$ cat config.mk
export PLATFORM = sky130hd
export DESIGN_NAME = uart_bus_bridge
export DESIGN_NICKNAME = d
export VERILOG_FILES = /design/src/rtl/uart_bus_bridge.sv
export SDC_FILE = /design/constraint.sdc
export NUM_CORES = 1
export LEC_CHECK = 0
export ABC_AREA = 1
export CAP_MARGIN = 40
export CORE_MARGIN = 1.5
export CORE_UTILIZATION = 50
export DETAILED_ROUTE_END_ITERATION = 10
export PLACE_DENSITY = 0.84
export SYNTH_ARGS = -nofsm -noshare
export SYNTH_HDL_FRONTEND = slang
export SYNTH_SLANG_ARGS = --single-unit
$ cat constraint.sdc
create_clock -name clk_48mhz -period 1.8 [get_ports clk_48mhz]
set_clock_uncertainty 0.1 [all_clocks]
set_input_delay 0.36 -clock clk_48mhz [delete_from_list [all_inputs] [get_ports clk_48mhz]]
set_output_delay 0.36 -clock clk_48mhz [all_outputs]
set_load 0.01 [all_outputs]
$ cat src/rtl/uart_bus_bridge.sv
// Byte-stream command bridge: parses 'W'/'R' frames from usb_uart, runs one bus
// transaction per frame and streams the ACK / read data / NAK back to the host.
module uart_bus_bridge #(
  parameter int unsigned TIMEOUT = 4800000
) (
  input  logic        clk_48mhz,
  input  logic        reset_n,
  input  logic [7:0]  uart_out_data,
  input  logic        uart_out_valid,
  output logic        uart_out_ready,
  output logic [7:0]  uart_in_data,
  output logic        uart_in_valid,
  input  logic        uart_in_ready,
  output logic        bus_req,
  output logic        bus_we,
  output logic [31:0] bus_addr,
  output logic [31:0] bus_wdata,
  input  logic        bus_ack,
  input  logic [31:0] bus_rdata
);
  localparam logic [7:0]  OP_WR   = 8'h57;
  localparam logic [7:0]  OP_RD   = 8'h52;
  localparam logic [7:0]  RSP_ACK = 8'h06;
  localparam logic [7:0]  RSP_NAK = 8'h15;
  localparam logic [23:0] TO_LAST = 24'(TIMEOUT - 1);

  typedef enum logic [2:0] {IDLE, ADDR, DATA, BUS, RESP} state_t;

  state_t      state, state_nxt;
  logic [1:0]  byte_cnt, byte_cnt_nxt;
  logic [2:0]  resp_left, resp_left_nxt;
  logic [31:0] resp_sr, resp_sr_nxt;
  logic [23:0] idle_cnt, idle_cnt_nxt;
  logic        bus_we_nxt;
  logic [31:0] bus_addr_nxt, bus_wdata_nxt;
  logic        rx_fire, tx_fire;

  // Handshake outputs decode straight from state so reset clears them at once.
  assign uart_out_ready = (state == IDLE) || (state == ADDR) || (state == DATA);
  assign uart_in_valid  = (state == RESP);
  assign bus_req        = (state == BUS);
  assign uart_in_data   = resp_sr[31:24];
  assign rx_fire        = uart_out_valid & uart_out_ready;
  assign tx_fire        = uart_in_valid & uart_in_ready;

  always_comb begin
    state_nxt     = state;
    byte_cnt_nxt  = byte_cnt;
    resp_left_nxt = resp_left;
    resp_sr_nxt   = resp_sr;
    idle_cnt_nxt  = '0;
    bus_we_nxt    = bus_we;
    bus_addr_nxt  = bus_addr;
    bus_wdata_nxt = bus_wdata;
    case (state)
      IDLE: begin
        if (rx_fire) begin
          if (uart_out_data == OP_WR || uart_out_data == OP_RD) begin
            state_nxt    = ADDR;
            byte_cnt_nxt = '0;
            bus_we_nxt   = (uart_out_data == OP_WR);
          end else begin
            state_nxt     = RESP;
            resp_sr_nxt   = {RSP_NAK, 24'h0};
            resp_left_nxt = 3'd1;
          end
        end
      end
      ADDR, DATA: begin
        if (rx_fire) begin
          byte_cnt_nxt = byte_cnt + 2'd1;
          if (state == ADDR) bus_addr_nxt  = {bus_addr[23:0], uart_out_data};
          else               bus_wdata_nxt = {bus_wdata[23:0], uart_out_data};
          if (byte_cnt == 2'd3) state_nxt = (state == ADDR && bus_we) ? DATA : BUS;
        end else if (idle_cnt == TO_LAST) begin
          // Host stalled mid-frame: drop the partial frame silently.
          state_nxt    = IDLE;
          byte_cnt_nxt = '0;
        end else begin
          idle_cnt_nxt = idle_cnt + 24'd1;
        end
      end
      BUS: begin
        if (bus_ack) begin
          state_nxt = RESP;
          if (bus_we) begin
            resp_sr_nxt   = {RSP_ACK, 24'h0};
            resp_left_nxt = 3'd1;
          end else begin
            resp_sr_nxt   = bus_rdata;
            resp_left_nxt = 3'd4;
          end
        end
      end
      RESP: begin
        if (tx_fire) begin
          resp_sr_nxt   = {resp_sr[23:0], 8'h00};
          resp_left_nxt = resp_left - 3'd1;
          if (resp_left == 3'd1) state_nxt = IDLE;
        end
      end
      default: state_nxt = IDLE;
    endcase
  end

  always_ff @(posedge clk_48mhz or negedge reset_n) begin
    if (!reset_n) begin
      state     <= IDLE;
      byte_cnt  <= '0;
      resp_left <= '0;
      resp_sr   <= '0;
      idle_cnt  <= '0;
      bus_we    <= 1'b0;
      bus_addr  <= '0;
      bus_wdata <= '0;
    end else begin
      state     <= state_nxt;
      byte_cnt  <= byte_cnt_nxt;
      resp_left <= resp_left_nxt;
      resp_sr   <= resp_sr_nxt;
      idle_cnt  <= idle_cnt_nxt;
      bus_we    <= bus_we_nxt;
      bus_addr  <= bus_addr_nxt;
      bus_wdata <= bus_wdata_nxt;
    end
  end
endmodule

==> impl_metrics.csv <==
group,metric,value,unit
run_status,outcome,"complete, but fails checks",
run_status,violations,"design-rule violations, negative setup slack",
pwr,power_density,1180,mW/mm²
global_routing,first_global_vias,5302,
placed_design,place_ws,-0.260,ns
clock_tree,cts_buffers,17,
final_layout,multiInputGateArea,0.00228,mm²
clock_tree,clk_pin_slew,0.05,ns
final_layout,seq_area,0.00323,mm²
critical_path,critPathLaunchType,"flop",
pwr,peakVddDrop,0.857,mV
placed_design,place_area,0.00761,mm²
placed_design,port_buffers,120,
floorplanning,dieArea,0.0126,mm²
routing,drc,3,
clock_tree,h-tree-depth,4,
clock_tree,cts_buffer_depth,2,
sta,post-route-period-util,100,%
pwr,power.share.clock,35.2,%
global_routing,grt_pass1_wl,24.5,mm
pwr,power,0.00997,W
critical_path,worstReg2RegEnd,"state[0]",
final_layout,diodes,0,
floorplanning,die_h,112,µm
sta,layout_setup_ws,-0.00895,ns
logic_synthesis,ys_ff_latch,129,
flow_run,maxCapViolations,0,
pwr,combPwrFrac,28.2,%
sta,setup_viol,2,
sta,max_freq,553,MHz
sta,rsz0062_at_grt,"true",
global_routing,grt_use_total,24.5,%
critical_path,ff2ff_setup_slack,-0.009,ns
logic_synthesis,ys.flop_type,"dfrtp_1",
min_path,worstHoldPathType,"in2async",
clock_tree,clock_latency,0.41,ns
clock_tree,cts.sinks,129,
final_layout,drive_gt1_share,15.2,%
floorplanning,row_count,39,
critical_path,path_max_fanout,3,
sta,slew_viol_final,0,
floorplanning,start_util,51.8,%
sta,finalHoldViolCount,0,
final_layout,nFillCells,830,
routing,routedWlPerCell,14.8,µm
critical_path,startpoint,"state[1]",
pwr,swShare,30.3,%
routing,via_count,5368,
critical_path,r2r_start,"state[1]",
critical_path,endpoint,"state[0]",
clock_tree,cts_tree,"built",
final_layout,synthToLayoutAreaGrowth,40.9,%
critical_path,crit_arrival,2.05,ns
routing,vias_per_cell,5.15,
routing,ant_nets,0,
logic_synthesis,ys_types,30,
pwr,p_leak,4.56,nW
pwr,seq_power_share,36.7,%
sta,min_period,1.81,ns
logic_synthesis,async_flop_share,100,%
pwr,switchingPower,0.00302,W
sta,worst_pin_slew,0.352,ns
critical_path,crit_type,"reg2reg",
routing,dr.pass1.iters,9,
critical_path,cp-end-kind,"flop",
logic_synthesis,synth_edf_count,0,
placed_design,place.gp.congestion,0.862,
logic_synthesis,ys_top_cells_by_area,"dfrtp_1 (54%), nand2_1 (13%), inv_1 (5.2%), nor2_1 (5.0%), o21ai_1 (4.3%)",
pwr,power.internal,0.00695,W
sta,slew_headroom,76.5,%
logic_synthesis,ys_seq_area_share,53.9,%
logic_synthesis,syn_area_per_cell,8.26,µm²
floorplanning,fp.dieW,112,µm
routing,drt_iter0_drc,286,
critical_path,r2r_cells,11,
global_routing,overflow,0,
clock_tree,clockRootBuffer,"clkbuf_16",
global_routing,grt_max_degree,48,
global_routing,antenna_found_initial,0,
logic_synthesis,synth_fp_nets,774,
logic_synthesis,synth_area,0.00599,mm²
floorplanning,ios,121,
final_layout,design_area,0.00843,mm²
final_layout,fin_nets,936,
logic_synthesis,synth_top_area_share,53.9,%
critical_path,cp_data_required_time,2.04,ns
floorplanning,coreArea,0.0116,mm²
logic_synthesis,syn_inst,725,
logic_synthesis,synth.largest_area_cell,"dfrtp_1",
routing,routed_wl,15.4,mm
placed_design,dp_hpwl,9.94,mm
logic_synthesis,yosysWarnings,0,
==> cells by family (layout without fill, tap and decap cells) <==
logic type / after synthesis / in the layout / share of synthesized area [%]
simple gates: 341 / 341 / 23.1
flops: 129 / 129 / 53.9
buf+inv: 124 / 299 / 9.13
compound gates: 102 / 102 / 8.69
mux: 16 / 16 / 3.01
xor+xnor: 9 / 9 / 1.32
fa+ha+maj: 4 / 4 / 0.836
==> how the worst min path moves through the flow <==
| stage | from | cells past startpoint | endpoint | slack (ns) |
|---|---|---|---|---|
| 2_1_floorplan | reset_n | 0 | bus_addr[0] | -0.04 |
| 3_3_place_gp | reset_n | 1 | bus_addr[27] | 0.12 |
| 3_5_place_dp | reset_n | 1 | bus_addr[29] | 0.12 |
| 4_1_cts | reset_n | 2 | bus_addr[29] | 0.23 |
| 5_1_grt | reset_n | 2 | bus_addr[27] | 0.24 |
| 6_report | reset_n | 2 | bus_addr[29] | 0.24 |
==> placed cells by master, fill, tap and decap left out, drive strengths merged <==
| cell | count |
|---|---|
| clkinvlp | 4 |
| dfrtp | 129 |
| a31oi | 2 |
| clkdlybuf4s50 | 64 |
| xor2 | 6 |
| a21oi | 22 |
| ha | 4 |
| dlymetal6s2s | 27 |
| inv | 89 |
| nand3 | 25 |
| xnor2 | 3 |
| dlygate4sd2 | 25 |
| or2 | 1 |
| buf | 58 |
| and3 | 1 |
| nand2 | 212 |
| mux2 | 16 |
| o21ai | 75 |
| bufinv | 3 |
| nor3b | 2 |
| clkinv | 6 |
| clkbuf | 22 |
| nor2 | 83 |
| dlygate4sd3 | 1 |
| a21boi | 2 |
| nand4 | 10 |
| o21a | 1 |
| nor3 | 7 |
==> per-layer routing <==
metal / wire, µm / part of all wire [%] / GRT usage, % / vias up
li1: - / - / - / 2603
met1: 6150 / 40 / 29.2 / 2535
met2: 8070 / 52 / 42.9 / 182
met3: 748 / 4.9 / 5.02 / 48
met4: 454 / 2.9 / 11.0 / 0
met5: 0 / 0 / 0 / -
==> what timing repair did <==
action | CTS | global route
setup endpoints to repair | 28 | 91
setup buffers | 7 | 1
resized for setup | 42 | 43
hold buffers | 1 | 0
pin swaps | 1 | 4
cloned | 0 | 2
hold endpoints to repair | 102 | 0
==> registers in the layout (all words and copies together) (netlist names) <==
signal	flops
bus_addr	32
bus_wdata	32
bus_we	1
byte_cnt	2
idle_cnt	24
resp_left	3
resp_sr	32
state	3
==> layout make-up <==
cell class              instances  share of cell area (%)
multi-input cells             472                    27.0
inverters                      89                    3.99
clock buffers                  19                    5.37
flip-flops and latches        129                    38.3
repair buffers                178                    21.3
well taps                     143                    2.12
clock inverters                13                    1.91
==> Yosys cell counts (3+ instances only) <==
cell type / n
a21oi_1: 22
nor2_2: 3
dfrtp_1: 129
nand4_1: 10
nand3_1: 24
o21ai_0: 23
mux2_2: 14
xnor2_1: 3
nor2_1: 80
inv_2: 6
o21ai_1: 52
xor2_1: 6
buf_2: 17
nor3_1: 6
inv_1: 83
nand2_1: 211
buf_4: 16
ha_1: 4
==> through the flow <==
stage,std cells,hold WS (ns),util (%),setup TNS (ns)
after detailed placement,1000,0.117,65.8,-11.00
after global placement,1000,0.118,65.8,-9.40
after global routing,1043,0.237,72.9,-1.08
after CTS,1040,0.230,71.5,0
final,1043,0.238,72.9,-0.00900
after floorplan,725,-0.0356,-,0
==> worst max-delay path: stages, from the launching register on <==
cell	delay [ns]
dfrtp_1	0.38
buf_4	0.16
nor2_4	0.11
buf_6	0.12
inv_2	0.05
nand2_2	0.07
buf_4	0.13
nor2_1	0.04
nor2_1	0.18
buf_4	0.17
nand4_1	0.11
nand2_1	0.10
==> power by group through the flow <==
stage	logic, W	registers [W]	clock network (W)
final	0.00281	0.00365	0.00351
after CTS	0.00261	0.00365	0.00353
after floorplan	0.00112	0.00380	0
after global placement	0.00253	0.00368	0
after global routing	0.00304	0.00370	0.00370
after detailed placement	0.00261	0.00368	0
Note: power is estimated with default switching activity, not from simulation.
==> RTL change 1, RTL diff (same settings) <==
Set the parameter `TIMEOUT` to 2400000 (it was 4800000).
--- a/src/rtl/uart_bus_bridge.sv
+++ b/src/rtl/uart_bus_bridge.sv
@@ -1,7 +1,7 @@
 // Byte-stream command bridge: parses 'W'/'R' frames from usb_uart, runs one bus
 // transaction per frame and streams the ACK / read data / NAK back to the host.
 module uart_bus_bridge #(
-  parameter int unsigned TIMEOUT = 4800000
+  parameter int unsigned TIMEOUT = 2400000
 ) (
   input  logic        clk_48mhz,
   input  logic        reset_n,
Formal check against the unedited RTL: no difference found for any inputs over 4 cycles, from zero or initial values and one cycle with reset_n low; that may be too few to reach the edited logic, so the function may still have changed.
==> RTL change 1 against the original RTL <==
  * The flow still finishes with violations (design-rule violations, negative setup slack)
  * Wire length grew 9.1%
  * Final area increased by 3.9%
  * Non-clock buffer count grew 8
  * Synthesized cell count increased by 0.55%
  * Clock power down 6.6%
  * Critical path depth did not move
  * Count of clock-buffer cells in the layout unchanged
  * Total power grew 4.3%
  * Synthesized area unchanged
  * Sequential cell count unchanged
  * Worst setup slack got worse by 0.065 ns
  * Critical path type unchanged
==> RTL change 1: results (changes against the original RTL) <==
* Placer Congestion at 0.909 (+5.4%)
* Share of cells above drive strength 1 at 0.206 (+0.0539)
* GRT Total Usage at 0.260 (+0.0155)
* Via count at 5542 (+3.2%)
* Vias per inst at 5.25 (+2.1%)
* Final net count at 948 (+1.3%)
* Peak VDD IR at 0.858 mV (+0.17%)
* Placed insts at 1004 (+0.40%)
* CP Data Arrival Time at 2.11 ns (+0.06 ns)
* First-pass GRT wire length at 25800 um (+5.2%)
* Worst Path Max Fanout at 7 (+4)
* DRT Wirelength at 16800 um (+9.1%)
* First-pass DRT Iterations at 8 (-1)
* Vias in the first global route at 5349 (+0.89%)
* Avg Inst Size Synth at 8.21 um2 (-0.55%)
* Sequential cell area at 3230 um2 (about the same)
* Area contributors post-synth: dfrtp_1 54%, nand2_1 14%, nor2_1 5.4%
* Outcome: finished, violations left
* Top cells by count, synth: 217 x nand2_1, 129 x dfrtp_1, 86 x nor2_1
* Sw Ratio at 0.325 (+0.0223)
* Final setup vio count at 36 (+34)
* Syn nets at 778 (+0.52%)
* Netlist cell types at 28 (-6.7%)
* Violated checks: design-rule violations, negative setup slack
* Worst Slack Setup Final at -0.0742 ns (-0.0652 ns)
* Leakage at 4.68 nW (+2.6%)
* FF-to-FF End: resp_sr[23]
* DRC viols at 2 (-1)
* Placement Cell Area at 7640 um2 (+0.46%)
* Largest net degree at the start of global routing at 39 (-19%)
* Worst r2r src: state[0]
-- RTL change 1: cell types whose count changed after synthesis, moves of 2 or more --
cell,change
buf_2,-8
clkbuf_1,+7
inv_2,-2
mux2_1,-2
mux2_2,+2
nand2_1,+6
nand3_1,-5
nand4_1,+7
nor2_1,+6
nor3b_1,+2
o21ai_0,+13
o21ai_1,-17
-- RTL change 1: how the worst max path moves through the flow --
| stage | from | to | slack, ns |
|---|---|---|---|
| floorplan | idle_cnt[0] | idle_cnt[10] | 0.23 |
| global placement | uart_out_data[1] | resp_sr[14] | -0.27 |
| detailed placement | uart_out_data[1] | resp_sr[29] | -0.34 |
| CTS | state[1] | uart_in_valid | -0.09 |
| global route | state[0] | resp_sr[23] | -0.15 |
| finish | state[0] | resp_sr[23] | -0.07 |
-- RTL change 1: routing by layer --
metal  GRT usage  vias to the layer above  share of wire
met5           0                        -              0
met4       0.101                        0          0.032
met3      0.0626                       49          0.056
met2       0.437                      238           0.51
met1       0.328                     2629           0.40
li1            -                     2626              -
-- RTL change 1: power groups by stage --
stage | Combinational (mW) | Sequential, mW | Clock, mW
after CTS | 2.90 | 3.66 | 3.29
final | 3.44 | 3.67 | 3.28
after global routing | 3.68 | 3.72 | 3.45
after detailed placement | 2.57 | 3.69 | 0
after floorplan | 1.11 | 3.80 | 0
after global placement | 2.51 | 3.69 | 0
-- RTL change 1: kinds of logic (layout without fill, tap and decap cells) --
group,Yosys count,in the layout,share of synthesized area
buffers and inverters,122,305,0.0890
XOR/XNOR,8,8,0.0117
multiplexers,16,16,0.0301
adder cells (fa/ha/maj),4,4,0.00836
flip-flops,129,129,0.539
AO/OA/AOI/OAI,96,96,0.0817
AND/OR/NAND/NOR,354,354,0.240
-- RTL change 1: worst max-delay path: cells and delay by family, from the launching register on --
kind            cells  cell delay, ns
flops               1            0.40
compound gates      1            0.10
buf+inv             4            0.56
simple gates        6            0.63
-- RTL change 1: cell type report --
class                      count  share of cell area
timing repair buffer         186               0.227
tap                          143              0.0204
sequential                   129               0.369
clock buffer                  19              0.0517
multi-input combinational    478               0.282
clock inverter                13              0.0129
inverter                      87              0.0376
-- RTL change 1: what timing repair did --
item                       CTS  global route
hold endpoints to repair    29             0
cloned                       3             1
resized for setup           54           110
hold buffers                 1             0
setup buffers                7             7
pin swaps                    3             6
setup endpoints to repair   43            93
-- RTL change 1: through the flow --
step	hold slack (ns)	setup TNS, ns	worst slack [ns]	power (mW)
after floorplan	-0.0356	0	0.230	4.91
after global placement	0.171	-10.42	-0.274	6.20
after detailed placement	0.171	-11.81	-0.342	6.26
after CTS	0.307	-0.709	-0.0938	9.84
after global routing	0.322	-3.71	-0.152	10.9
final	0.302	-1.18	-0.0742	10.4
==> RTL change 2, RTL diff (same settings) <==
Made on the original files. Take the reset off `bus_wdata` and load it in a clocked block of its own.
--- a/src/rtl/uart_bus_bridge.sv
+++ b/src/rtl/uart_bus_bridge.sv
@@ -112,7 +112,6 @@
       idle_cnt  <= '0;
       bus_we    <= 1'b0;
       bus_addr  <= '0;
-      bus_wdata <= '0;
     end else begin
       state     <= state_nxt;
       byte_cnt  <= byte_cnt_nxt;
@@ -121,8 +120,11 @@
       idle_cnt  <= idle_cnt_nxt;
       bus_we    <= bus_we_nxt;
       bus_addr  <= bus_addr_nxt;
-      bus_wdata <= bus_wdata_nxt;
     end
+  end
+
+  always_ff @(posedge clk_48mhz) begin
+    bus_wdata <= bus_wdata_nxt;
   end
 endmodule
 
Formal check against the unedited RTL: not equivalent (Yosys sat finds a counterexample within 10 cycles, from zero or initial values and one cycle with reset_n low; the reset may be asserted at any time).
==> RTL change 2 against the original RTL <==
  * Worst setup slack improved by 0.017 ns
  * Final area shrank 2.3%
  * Die area grew 0.55%
  * Wire length down 12%
  * Total power fell by 21%
  * Largest power group unchanged
  * Synthesized area up 0.56%
  * Highest routed layer unchanged
  * Worst hold slack improved by 0.10 ns
  * Sequential cell count stayed put
  * First-iteration DRC count increased by 26%
==> RTL change 2: results (changes against the original RTL) <==
* Outcome: finished clean
* Reg2reg path depth at 8 (-3)
* Vias in the first global route at 4824 (-9.0%)
* Critical Path Source: state[2]
* Bufs w/o clock at 170 (-4.5%)
* Clock-cell share of area at 0.0647 (-0.00816)
* DRT Wirelength at 13600 um (-12%)
* Number of synthesized flops with an enable pin at 32 (+32)
* CTS resizes at 45 (+7.1%)
* Met1 Usage GRT at 0.288 (-0.00328)
* R2r setup slk at 0.07 ns (+0.08 ns)
* Wire length on met3 at 746 um (-0.27%)
* Share of cells above drive strength 1 at 0.201 (+0.0490)
* First-pass DRT Iterations at 5 (-4)
* Placement Cell Area at 7610 um2 (about the same)
* Final net count at 861 (-8.0%)
* Netlist cell types at 36 (+20%)
* Via count at 4860 (-9.5%)
* WL met2 at 7050 um (-13%)
* Leakage at 4.02 nW (-12%)
* Final core utilization at 0.713 (-0.0168)
* WL/cell at 14.1 um (-4.7%)
* Comb_multi_in at 416 (-12%)
* Comb power at 1.62 mW (-42%)
* Area contributors post-synth: dfrtp_1 40%, edfxtp_1 16%, nand2_1 12%
* Syn nets at 699 (-9.7%)
* Placer Congestion at 0.859 (-0.37%)
* Grt met3 use at 0.0616 (+0.0114)
* FF+latch count at 129 (unchanged)
* Largest net degree at the start of global routing at 33 (-31%)
* GRT Total Usage at 0.229 (-0.0153)
* Clock group share of total power at 0.384 (+0.032)
* Max stage delay on crit path at 0.40 ns (+0.02 ns)
* CP Data Arrival Time at 1.33 ns (-0.72 ns)
* Gate Count Post-Synth at 650 (-10%)
* Fillers at 852 (+2.7%)
* Sequential cell area at 3390 um2 (+5.0%)
* Inverters at 78 (-12%)
* Detailed Route Iter0 Violations at 361 (+26%)
* Placed insts at 929 (-7.1%)
* Ys async rst share at 0.752 (-0.248)
* Met2 Track Usage GR at 0.393 (-0.0364)
* Worst-margin pin slew at 0.458 ns (+0.106 ns)
* First-pass GRT wire length at 22900 um (-6.5%)
-- RTL change 2: changes by cell type after synthesis, sizes merged, moves of 4 or more --
| cell | change |
|---|---|
| inv | -11 |
| buf | -6 |
| mux2 | -5 |
| o21ai | -19 |
| nand3 | -6 |
| nor2 | -4 |
| a21oi | -8 |
| nand2 | -16 |
| dfrtp | -32 |
| edfxtp | +32 |
-- RTL change 2: logic make-up after synthesis --
| group | synth area share |
|---|---|
| compound gates | 0.0871 |
| xor+xnor | 0.0131 |
| fa+ha+maj | 0.00831 |
| buf+inv | 0.0864 |
| flops | 0.563 |
| mux | 0.0206 |
| simple gates | 0.222 |
-- RTL change 2: through the flow --
step                power [mW]  setup slack (ns)
floorplan                 4.31            -0.350
global placement          4.88            -0.247
detailed placement        4.95            -0.287
CTS                       7.97          0.000162
global route              8.29           -0.0425
finish                    7.90           0.00757
